--- src/rtl/dmem_arbiter_pkg.sv ---
// Shared widths and arbiter state encodings for the data-memory arbiter slice.
package dmem_arbiter_pkg;

  localparam int DMEM_ADDR_W   = 10;
  localparam int DMEM_WORD_W   = 32;
  localparam int DMEM_STARVE_N = 4;

  typedef enum logic [1:0] {
    ARB   = 2'd0,
    LOCK0 = 2'd1,
    LOCK1 = 2'd2
  } arb_state_e;

endpackage

--- src/rtl/dmem_resp_router.sv ---
// Tracks which port issued the last read and steers the memory's registered
// read data back to that port one cycle after the grant.
module dmem_resp_router #(
  parameter int WORD_WIDTH = 32
) (
  input  logic                  clk,
  input  logic                  rst,
  input  logic                  read_gnt,
  input  logic                  read_port,
  input  logic [WORD_WIDTH-1:0] mem_rdata,
  output logic                  p0_rvalid,
  output logic [WORD_WIDTH-1:0] p0_rdata,
  output logic                  p1_rvalid,
  output logic [WORD_WIDTH-1:0] p1_rdata
);

  logic resp_valid_d, resp_valid_q;
  logic resp_port_d, resp_port_q;

  always_comb begin
    resp_valid_d = read_gnt;
    resp_port_d  = read_gnt ? read_port : resp_port_q;
  end

  always_ff @(posedge clk) begin
    if (rst) begin
      resp_valid_q <= 1'b0;
      resp_port_q  <= 1'b0;
    end else begin
      resp_valid_q <= resp_valid_d;
      resp_port_q  <= resp_port_d;
    end
  end

  // Gating with rst drops a response that was in flight when reset arrived.
  always_comb begin
    p0_rvalid = resp_valid_q && !resp_port_q && !rst;
    p1_rvalid = resp_valid_q &&  resp_port_q && !rst;
    p0_rdata  = p0_rvalid ? mem_rdata : '0;
    p1_rdata  = p1_rvalid ? mem_rdata : '0;
  end

endmodule

--- src/rtl/dmem_arbiter.sv ---
// Fixed-priority (CPU first) arbiter for the single-port data memory, with a
// DMA starvation guard and per-port lock for read-modify-write sequences.
module dmem_arbiter
  import dmem_arbiter_pkg::*;
#(
  parameter int ADDR_WIDTH   = DMEM_ADDR_W,
  parameter int WORD_WIDTH   = DMEM_WORD_W,
  parameter int STARVE_LIMIT = DMEM_STARVE_N,
  localparam int CNT_W       = $clog2(STARVE_LIMIT + 1)
) (
  input  logic                  clk,
  input  logic                  rst,
  input  logic                  p0_req,
  input  logic                  p0_we,
  input  logic                  p0_lock,
  input  logic [ADDR_WIDTH-1:0] p0_addr,
  input  logic [WORD_WIDTH-1:0] p0_wdata,
  output logic                  p0_gnt,
  output logic                  p0_rvalid,
  output logic [WORD_WIDTH-1:0] p0_rdata,
  input  logic                  p1_req,
  input  logic                  p1_we,
  input  logic                  p1_lock,
  input  logic [ADDR_WIDTH-1:0] p1_addr,
  input  logic [WORD_WIDTH-1:0] p1_wdata,
  output logic                  p1_gnt,
  output logic                  p1_rvalid,
  output logic [WORD_WIDTH-1:0] p1_rdata,
  output logic                  mem_write,
  output logic                  mem_read,
  output logic [ADDR_WIDTH-1:0] mem_addr,
  output logic [WORD_WIDTH-1:0] mem_wdata,
  input  logic [WORD_WIDTH-1:0] mem_rdata,
  output arb_state_e            dbg_state,
  output logic [CNT_W-1:0]      dbg_starve_cnt
);

  // Handshake: pN_req (with we/lock/addr/wdata) is held stable until pN_gnt is
  // sampled high at a rising edge; the access is accepted at that edge.

  localparam logic [CNT_W-1:0] STARVE_MAX = CNT_W'(STARVE_LIMIT);

  arb_state_e       state_d, state_q;
  logic [CNT_W-1:0] starve_cnt_d, starve_cnt_q;
  logic             sel_we;

  always_comb begin
    state_d = state_q;
    p0_gnt  = 1'b0;
    p1_gnt  = 1'b0;
    if (!rst) begin
      case (state_q)
        ARB: begin
          if (starve_cnt_q == STARVE_MAX && p1_req) p1_gnt = 1'b1;
          else if (p0_req)                          p0_gnt = 1'b1;
          else if (p1_req)                          p1_gnt = 1'b1;
          if (p0_gnt && p0_lock)      state_d = LOCK0;
          else if (p1_gnt && p1_lock) state_d = LOCK1;
        end
        LOCK0: begin
          p0_gnt = p0_req;
          if (p0_gnt && !p0_lock) state_d = ARB;
        end
        LOCK1: begin
          p1_gnt = p1_req;
          if (p1_gnt && !p1_lock) state_d = ARB;
        end
        default: state_d = ARB;
      endcase
    end
  end

  // The guard only counts while arbitrating; a lock owner freezes it.
  always_comb begin
    starve_cnt_d = starve_cnt_q;
    if (state_q == ARB) begin
      if (!p1_req || p1_gnt)          starve_cnt_d = '0;
      else if (starve_cnt_q != STARVE_MAX) starve_cnt_d = starve_cnt_q + 1'b1;
    end
  end

  always_ff @(posedge clk) begin
    if (rst) begin
      state_q      <= ARB;
      starve_cnt_q <= '0;
    end else begin
      state_q      <= state_d;
      starve_cnt_q <= starve_cnt_d;
    end
  end

  always_comb begin
    mem_addr  = '0;
    mem_wdata = '0;
    sel_we    = 1'b0;
    if (p0_gnt) begin
      mem_addr  = p0_addr;
      mem_wdata = p0_wdata;
      sel_we    = p0_we;
    end else if (p1_gnt) begin
      mem_addr  = p1_addr;
      mem_wdata = p1_wdata;
      sel_we    = p1_we;
    end
    mem_write = (p0_gnt || p1_gnt) && sel_we;
    mem_read  = (p0_gnt || p1_gnt) && !sel_we;
  end

  assign dbg_state      = state_q;
  assign dbg_starve_cnt = starve_cnt_q;

  dmem_resp_router #(
    .WORD_WIDTH(WORD_WIDTH)
  ) u_resp_router (
    .clk      (clk),
    .rst      (rst),
    .read_gnt (mem_read),
    .read_port(p1_gnt),
    .mem_rdata(mem_rdata),
    .p0_rvalid(p0_rvalid),
    .p0_rdata (p0_rdata),
    .p1_rvalid(p1_rvalid),
    .p1_rdata (p1_rdata)
  );

endmodule

--- config.mk ---
export PLATFORM = sky130hd
export DESIGN_NAME = dmem_arbiter
export DESIGN_NICKNAME = d
export VERILOG_FILES = /design/src/rtl/dmem_arbiter_pkg.sv /design/src/rtl/dmem_resp_router.sv /design/src/rtl/dmem_arbiter.sv
export SDC_FILE = /design/constraint.sdc
export NUM_CORES = 1
export LEC_CHECK = 0
export BUFFER_PORTS_ARGS = -buffer_cell sky130_fd_sc_hd__buf_2
export CAP_MARGIN = 20
export CORE_AREA = 2 2 94 96
export CTS_CLUSTER_DIAMETER = 40
export DETAILED_ROUTE_END_ITERATION = 12
export DIE_AREA = 0 0 96 98
export GPL_ROUTABILITY_DRIVEN = 0
export PLACE_DENSITY = 0.51
export SLEW_MARGIN = 15
export SYNTH_ARGS = -nofsm -noshare
export SYNTH_HDL_FRONTEND = slang
export SYNTH_SLANG_ARGS = --single-unit
--- constraint.sdc ---
create_clock -name clk -period 4.2 [get_ports clk]
set_clock_uncertainty 0.1 [all_clocks]
set_input_delay 0 -clock clk [delete_from_list [all_inputs] [get_ports clk]]
set_output_delay 0 -clock clk [all_outputs]
set_load 0.02 [all_outputs]
==> results of run 1 <==
-- cell families after synthesis --
| logic type | synth area share, % |
|---|---|
| buffers and inverters | 10.5 |
| adder cells (fa/ha/maj) | 1.89 |
| AND/OR/NAND/NOR | 39.8 |
| flip-flops | 10.6 |
| AO/OA/AOI/OAI | 37.2 |
-- through the flow --
step | total power, mW | cell area [sq um]
CTS | 0.422 | 2670
global route | 0.447 | 2670
floorplan | 0.211 | 1320
global placement | 0.319 | 2580
detailed placement | 0.319 | 2580
finish | 0.417 | 2670
-- how the worst min path moves through the flow --
stage,endpoint,slack [ns],from,cells after the start
floorplan,u_resp_router.resp_port_q$_SDFFE_PP0P_,-0.0009,p1_we,1
global placement,u_resp_router.resp_port_q$_SDFFE_PP0P_,0.12,p1_we,2
detailed placement,u_resp_router.resp_port_q$_SDFFE_PP0P_,0.13,p1_we,2
CTS,dbg_starve_cnt[2]$_SDFFE_PP0P_,0.02,rst,2
global route,dbg_starve_cnt[2]$_SDFFE_PP0P_,0.03,rst,2
finish,dbg_starve_cnt[2]$_SDFFE_PP0P_,0.03,rst,2
-- report_power, final --
part	internal, mW	total (mW)	switching (mW)
clock network	0.0658	0.0964	0.0306
logic	0.111	0.245	0.134
registers	0.0703	0.0749	0.00465
total	0.247	0.417	0.169
-- cells in the mapped netlist (all sizes together), types with 3 or more instances --
cell,n,area [sq um]
and2,65,407
a22o,42,374
buf,12,97.6
dfxtp,7,140
inv,6,22.5
clkbuf,5,18.8
o21ai,5,25.0
a21oi,4,20.0
nor2,3,11.3
nor3b,3,22.5
o221a,3,33.8
-- critical path, cell delays in order, from the launching register on --
cell	delay (ns)
dfxtp_1	0.36
inv_1	0.07
ha_1	0.23
and2_1	0.17
o21ai_0	0.25
inv_2	0.33
a22o_2	0.38
buf_2	0.16
-- sequential cells by signal (all words and copies together), names as in the netlist --
name,cells
dbg_starve_cnt,3
dbg_state,2
u_resp_router.resp_port_q,1
u_resp_router.resp_valid_q,1
-- cell type report --
cell class,instances,area [sq um],share of cell area [%]
Timing Repair Buffer,248,1270,47.7
Inverter,6,22.5,0.843
Multi-Input combinational cell,142,1050,39.5
Clock buffer,4,45.0,1.69
Sequential cell,7,140,5.25
Tap cell,108,135,5.06
-- per-layer routing --
layer / track usage [%] / share of wire, % / vias up
met5: 0 / 0 / -
met4: 0.769 / 0.30 / 0
met3: 2.08 / 10 / 2
met2: 23.8 / 54 / 150
met1: 12.5 / 36 / 958
li1: - / - / 1095
==> run metrics, run 1 <==
Setup-failing EPs final 0; Syn Std Cell Area 1320 sq um; VDD IR max 0.118 mV; Worst setup EP type output pin; total number of vias 2205; clk_lat worst skew 0.23 ns; Synth Flop Type dfxtp_1; Critical Path Fanout Max 45; slew of the pin with the lowest slew margin 0.734 ns; Tot GR Track Use 11.7%; drt first pass iters 4; CTS Sinks 7; Port Buffers 240; Top Ports 241; Util after Layout 31.6%; Relative slew margins 51.0%; Synth Area per Inst 7.70 sq um; number of fill cells 912; area delta synth->final 102%; Clock Tree Root clkbuf_8; Routed WL 6.29 mm; ANT cells 0; Post-synth EDFFs 0; row count 34; post-CTS setup buffer count 0; ys async rst share 0%; Reg2Reg Depth 6; DRC 0; power per cell area 156 nW/um^2; initial antenna violation count 0; Initial DRC Count 48; Via-to-Cell Ratio 4.28; RSZ-0062 raised after global routing false; clock transition at the registers of the reported paths 0.04 ns; Finished Layout Cells 515; Worst EP arrival 2.20 ns; setup TNS 0 ns; post-DP HPWL 5.32 mm; crit path time final 2.30 ns; flop-to-flop setup slack 2.23 ns; worst min-delay path category input port to flip-flop; Max Fclk 435 MHz; Slew Limit Fails 0; Final WS setup 1.90 ns; commonest non-fill, non-tap cell in the layout buf_2; H-tree depth 1; Die H 98 microns; Yosys cell types 28; Initial Util 15.6%; Placed Cells 506; largest net degree at the start of global routing 46; Antenna Nets Post-Route 0; total global routing overflow 0; Fin. Hold Viols 0; clk buf depth 2; Critical Path Start dbg_starve_cnt[0]$_SDFFE_PP0P_; core area 8470 sq um; final critical-path share of the clock period 54.8%; wire per inst 12.2 microns; Die X 96 microns; cts hold-fix bufs 5; first-pass GRT wire length 8.85 mm; Critical Path Start Type flip-flop; max-cap check violation count 0; Yosys reg bits 7; FF-to-FF Start dbg_starve_cnt[0]$_SDFFE_PP0P_; Seq/Total Area, Yosys 10.6%; Yosys warnings 0; status completed; crit path to mem_addr[0]; post-CTS resize count 0; Post-Syn Instances 172; CTS Buf Count 3; most frequent cells in the layout buf_2 (240), and2_1 (65), a22o_1 (37); Post-Syn Nets 298; vias in the first global route 1978; CTS tree built; critical path class flip-flop to output pin; capturing point of the worst reg2reg path u_resp_router.resp_valid_q$_SDFF_PP0_; CP required 4.10 ns; share of cells above drive strength 1 63.9%; DIE AREA 9410 sq um; fin nets 534; final hold slack 0.0300 ns; Setup WS pre-CTS 2.13 ns; Pleak 1.68 nW
(Power assumes the default switching activity.)
==> inputs of run 2 (changes only) <==
- ABC_AREA: not set -> 1
- PLACE_DENSITY: 0.51 -> 0.53
- clock period: 4.2 -> 2.1 ns (I/O delays scaled with it)
==> run 2 against run 1 <==
- first-iteration DRC count increased by 33%
- sequential share of layout area about the same
- register-to-register slack got worse by 1.8 ns
- synthesized cell count increased by 33%
- global-route usage increased by 0.85 points
- core utilization decreased by 0.30 points
- critical path type unchanged
==> run metrics, run 2 <==
Multi-input gate area 898 sq um; area leader, netlist a22o_1; CP cell instances inv_1 -> ha_1 -> nand2_1 -> nand3_1 -> nand2_2 -> inv_6 -> a22o_1 -> buf_2; final critical-path share of the clock period 90.5%; Via-to-Cell Ratio 4.11; Worst setup EP type output pin; crit path time final 1.90 ns; total global routing overflow 0; most common cell in the netlist nor2_1; area delta synth->final 95.7%; Yosys warnings 0; slowest stage cell, crit path dfxtp_1; largest net degree at the start of global routing 46; initial antenna violation count 0; Max Fclk 526 MHz; Post-Syn Instances 228; status completed; share of cells above drive strength 1 55.8%; DRC 0; ANT cells 0; Post-synth EDFFs 0; Synth top cells by count nor2_1 (68), inv_1 (45), a22o_1 (42); clk_lat worst skew 0.23 ns; CP required 2.00 ns; Synth Area per Inst 5.93 sq um; Top Ports 241; most frequent cells in the layout buf_2 (240), nor2_1 (68), inv_1 (45); DIE AREA 9410 sq um; Initial DRC Count 64; Setup-failing EPs final 0; max-cap check violation count 0; Largest register FFs 3; Pleak 1.86 nW; critical path class flip-flop to output pin; Die X 96 microns; Initial Util 16.0%; Final WS setup 0.199 ns; Yosys top cell area share 27.2%; Slew Limit Fails 0; row count 34; clk buf depth 2; synth top area cells a22o_1 (27%), nor2_1 (19%), inv_1 (12%); commonest non-fill, non-tap cell in the layout buf_2; Die H 98 microns; drt first pass iters 4; CTS Buf Count 3; Critical Path Start Type flip-flop; vias in the first global route 2064; worst min-delay path category input port to flip-flop; Synth Flop Type dfxtp_1; Slowest Stage Delay on Critical Path 0.34 ns; Post-Syn Nets 354; FF+latch area 140 sq um; slew of the pin with the lowest slew margin 0.320 ns; Syn Std Cell Area 1350 sq um; H-tree depth 1; Placed Cells 565; Seq/Total Area, Yosys 10.4%; Setup WS pre-CTS 0.360 ns; Yosys cell types 22; RSZ-0062 raised after global routing false; CTS tree built; post-DP HPWL 5.64 mm; Port Buffers 240; total number of vias 2342; ys async rst share 0%; Finished Layout Cells 570; core area 8470 sq um; Relative slew margins 78.7%; Yosys reg bits 7; Antenna Nets Post-Route 0; CTS Sinks 7; Clock Tree Root clkbuf_8; Tot GR Track Use 12.5%; number of fill cells 956; final hold slack 0.00991 ns; VDD IR max 0.353 mV; setup TNS 0 ns; Critical Path Fanout Max 44; power per cell area 352 nW/um^2; clock transition at the registers of the reported paths 0.04 ns; fin nets 589; wire per inst 11.6 microns; Routed WL 6.64 mm; post-CTS setup buffer count 0; first-pass GRT wire length 9.59 mm; Fin. Hold Viols 0; Worst EP arrival 1.80 ns
-- run 2: routing by layer --
layer,routed length (microns),vias to the layer above,track usage (%)
met5,0,-,0
met4,72,0,2.75
met3,487,8,1.39
met2,3490,111,24.0
met1,2590,1022,14.4
li1,-,1201,-
-- run 2: critical path: cells and delay by family (launching register included) --
kind            cells  cell delay, ns
compound gates      1            0.24
buf+inv             3            0.37
fa+ha+maj           1            0.19
flops               1            0.34
simple gates        3            0.43
-- run 2: area by class of cell --
cell class                      count  share of cell area, %
Tap cell                          108                   5.11
Inverter                           47                   6.86
Timing Repair Buffer              244                   47.1
Clock buffer                        4                   1.70
Multi-Input combinational cell    160                   33.9
Sequential cell                     7                   5.30
-- run 2: path summary, 6_finish.rpt --
kind | startpoint | end | slack, ns | cells after the start
setup / recovery | dbg_starve_cnt[0]$_SDFFE_PP0P_ | mem_addr[9] | 0.20 | 8
setup reg to reg | dbg_starve_cnt[0]$_SDFFE_PP0P_ | u_resp_router.resp_port_q$_SDFFE_PP0P_ | 0.46 | 9
hold / removal | p0_we | u_resp_router.resp_valid_q$_SDFF_PP0_ | 0.01 | 4
hold reg to reg | u_resp_router.resp_port_q$_SDFFE_PP0P_ | u_resp_router.resp_port_q$_SDFFE_PP0P_ | 0.38 | 2
-- run 2: cells by family (layout without fill, tap and decap cells) --
family	after synthesis	in the layout	share of synthesized area, %
adder cells (fa/ha/maj)	2	2	1.85
buffers and inverters	61	295	23.2
flip-flops	7	7	10.4
AND/OR/NAND/NOR	110	110	34.6
AO/OA/AOI/OAI	48	48	30.0
-- run 2: report_power, final --
part / total [mW] / leakage [nW] / switching, mW / internal [mW]
clock: 0.190 / 0.0228 / 0.0582 / 0.131
combinational: 0.586 / 1.78 / 0.345 / 0.241
sequential: 0.156 / 0.0575 / 0.00955 / 0.147
total: 0.932 / 1.86 / 0.413 / 0.519
-- run 2: timing repair --
| action | in CTS | in global routing |
|---|---|---|
| gates resized for setup | 0 | 1 |
| hold buffers | 1 | 0 |
| endpoints found under the hold margin | 3 | 0 |
| endpoints found under the setup margin | 0 | 5 |
-- run 2: stage by stage --
stage / util (%) / instance area, sq um / total power, mW
floorplan: - / 1350 / 0.515
global placement: 30.6 / 2590 / 0.744
detailed placement: 30.6 / 2590 / 0.744
CTS: 31.2 / 2640 / 0.942
global route: 31.3 / 2650 / 1.01
finish: 31.3 / 2650 / 0.932
==> inputs of run 3 (changes only) <==
- ABC_CLOCK_PERIOD_IN_PS: not set -> 2100
- CELL_PAD_IN_SITES_DETAIL_PLACEMENT: not set -> 0
- CELL_PAD_IN_SITES_GLOBAL_PLACEMENT: not set -> 1
- CORE_AREA: 2 2 94 96 -> not set
- CORE_MARGIN: not set -> 2
- CORE_UTILIZATION: not set -> 13
- DIE_AREA: 0 0 96 98 -> not set
- PLACE_DENSITY: 0.53 -> 0.75
- TNS_END_PERCENT: not set -> 100
==> run 3 against run 2 <==
- routed wire length is 5.4% higher
- sequential power hardly changed
- core utilization is 5.1 points lower
- final cell count is 4.9% higher
- combinational power is 1% higher
- critical endpoint is now mem_read
- largest power group unchanged
- highest routed layer unchanged
==> run metrics, run 3 (synthesized netlist as in run 2, its figures left out) <==
status completed; clk_lat worst skew 0.23 ns; clk buf depth 2; CP cell instances inv_1 -> ha_1 -> nand2_1 -> nor2_2 -> nor2_4 -> buf_12 -> nand2_1 -> nand3_2 -> nand2_1 -> buf_2; DIE AREA 11200 sq um; CTS Sinks 7; core area 10200 sq um; ANT cells 0; vias in the first global route 2063; sequential share of power 16.5%; Fin. Hold Viols 0; Pleak 1.86 nW; Slowest Stage Delay on Critical Path 0.34 ns; CTS Buf Count 3; Finished Cell Area 2680 sq um; worst min-delay path category input port to flip-flop; Placed Cells 593; post-CTS setup buffer count 0; fin nets 589; power per cell area 353 nW/um^2; clock transition at the registers of the reported paths 0.04 ns; Top Ports 241; Port Buffers 240; Relative slew margins 77.5%; row count 37; Max Fclk 526 MHz; commonest non-fill, non-tap cell in the layout buf_2; Largest register FFs 3; Antenna Nets Post-Route 0; Initial DRC Count 104; Slew Limit Fails 0; H-tree depth 1; DRC 0; most frequent cells in the layout buf_2 (240), nor2_1 (68), inv_1 (45); share of cells above drive strength 1 55.8%; Comb pwr share 62.5%; dpl cell area 2620 sq um; Worst setup EP type output pin; clock group share of total power 20.9%; Critical Path Fanout Max 45; total global routing overflow 0; total number of vias 2373; slowest stage cell, crit path dfxtp_1; first-pass GRT wire length 10.0 mm; CP required 2.00 ns; RSZ-0062 raised after global routing false; max-cap check violation count 0; Switching Share 45.1%; area delta synth->final 98.2%; largest net degree at the start of global routing 46; VDD IR max 0.294 mV; Tot GR Track Use 10.7%; Initial Util 13.2%; internal power 0.520 mW; Critical Path Start Type flip-flop; drt first pass iters 4; Total Power 0.947 mW; Util after Layout 26.2%; critical path class flip-flop to output pin; post-DP HPWL 5.82 mm; Routed WL 7.00 mm; Via-to-Cell Ratio 3.97; Worst EP arrival 1.80 ns; Clock Tree Root clkbuf_8; crit path time final 1.90 ns; initial antenna violation count 0; Final WS setup 0.199 ns; slew of the pin with the lowest slew margin 0.337 ns; setup TNS 0 ns; Finished Layout Cells 598; final hold slack 0.00733 ns; final critical-path share of the clock period 90.5%; Setup-failing EPs final 0; Die X 106 microns; CTS tree built; wire per inst 11.7 microns; Die H 106 microns; sw power 0.427 mW; CP dominant cell by count nand2_1; Setup WS pre-CTS 0.366 ns
[run 3: cell counts in the layout (fill, tap and decap cells not counted)]
No cell type changed its count.
[run 3: area by class of cell]
cell class	instances	area (sq um)
Fill cell	1164	7550
Timing Repair Buffer	244	1250
Multi-Input combinational cell	160	898
Inverter	47	181
Tap cell	136	170
Sequential cell	7	140
Clock buffer	4	45.0
[run 3: path summary, 6_finish.rpt]
check                                                             from                                endpoint  slack (ns)  cells after the start
worst min register to register  u_resp_router.resp_port_q$_SDFFE_PP0P_  u_resp_router.resp_port_q$_SDFFE_PP0P_        0.38                      2
worst max register to register          dbg_starve_cnt[0]$_SDFFE_PP0P_  u_resp_router.resp_port_q$_SDFFE_PP0P_        0.45                      9
worst max-delay path                    dbg_starve_cnt[0]$_SDFFE_PP0P_                                mem_read        0.20                     10
worst min-delay path                                             p0_we   u_resp_router.resp_valid_q$_SDFF_PP0_       0.007                      4
[run 3: power by group through the flow]
| stage | clock network [mW] | registers, mW | logic, mW |
|---|---|---|---|
| 2_1_floorplan | 0 | 0.169 | 0.345 |
| 3_3_place_gp | 0 | 0.158 | 0.587 |
| 3_5_place_dp | 0 | 0.159 | 0.592 |
| 4_1_cts | 0.204 | 0.157 | 0.596 |
| 5_1_grt | 0.208 | 0.158 | 0.642 |
| 6_report | 0.198 | 0.156 | 0.592 |
[run 3: layer usage]
layer / up-vias / wire length [microns] / track usage (%)
met4: 0 / 93 / 2.54
met2: 103 / 3490 / 19.7
met1: 1061 / 2990 / 13.3
li1: 1200 / - / -
met3: 9 / 426 / 1.23
met5: - / 0 / 0
[run 3: what timing repair did]
item | 4_1_cts | 5_1_grt
gates resized for setup | 0 | 1
hold buffers | 1 | 0
endpoints found under the setup margin | 0 | 2
hold endpoints to repair | 3 | 0
[run 3: critical path, delay by kind of cell, from the launching register on]
family                     cells  cell delay, ns
and+or+nand+nor                6            0.57
adders and majority gates      1            0.20
DFF                            1            0.34
buffers and inverters          3            0.44
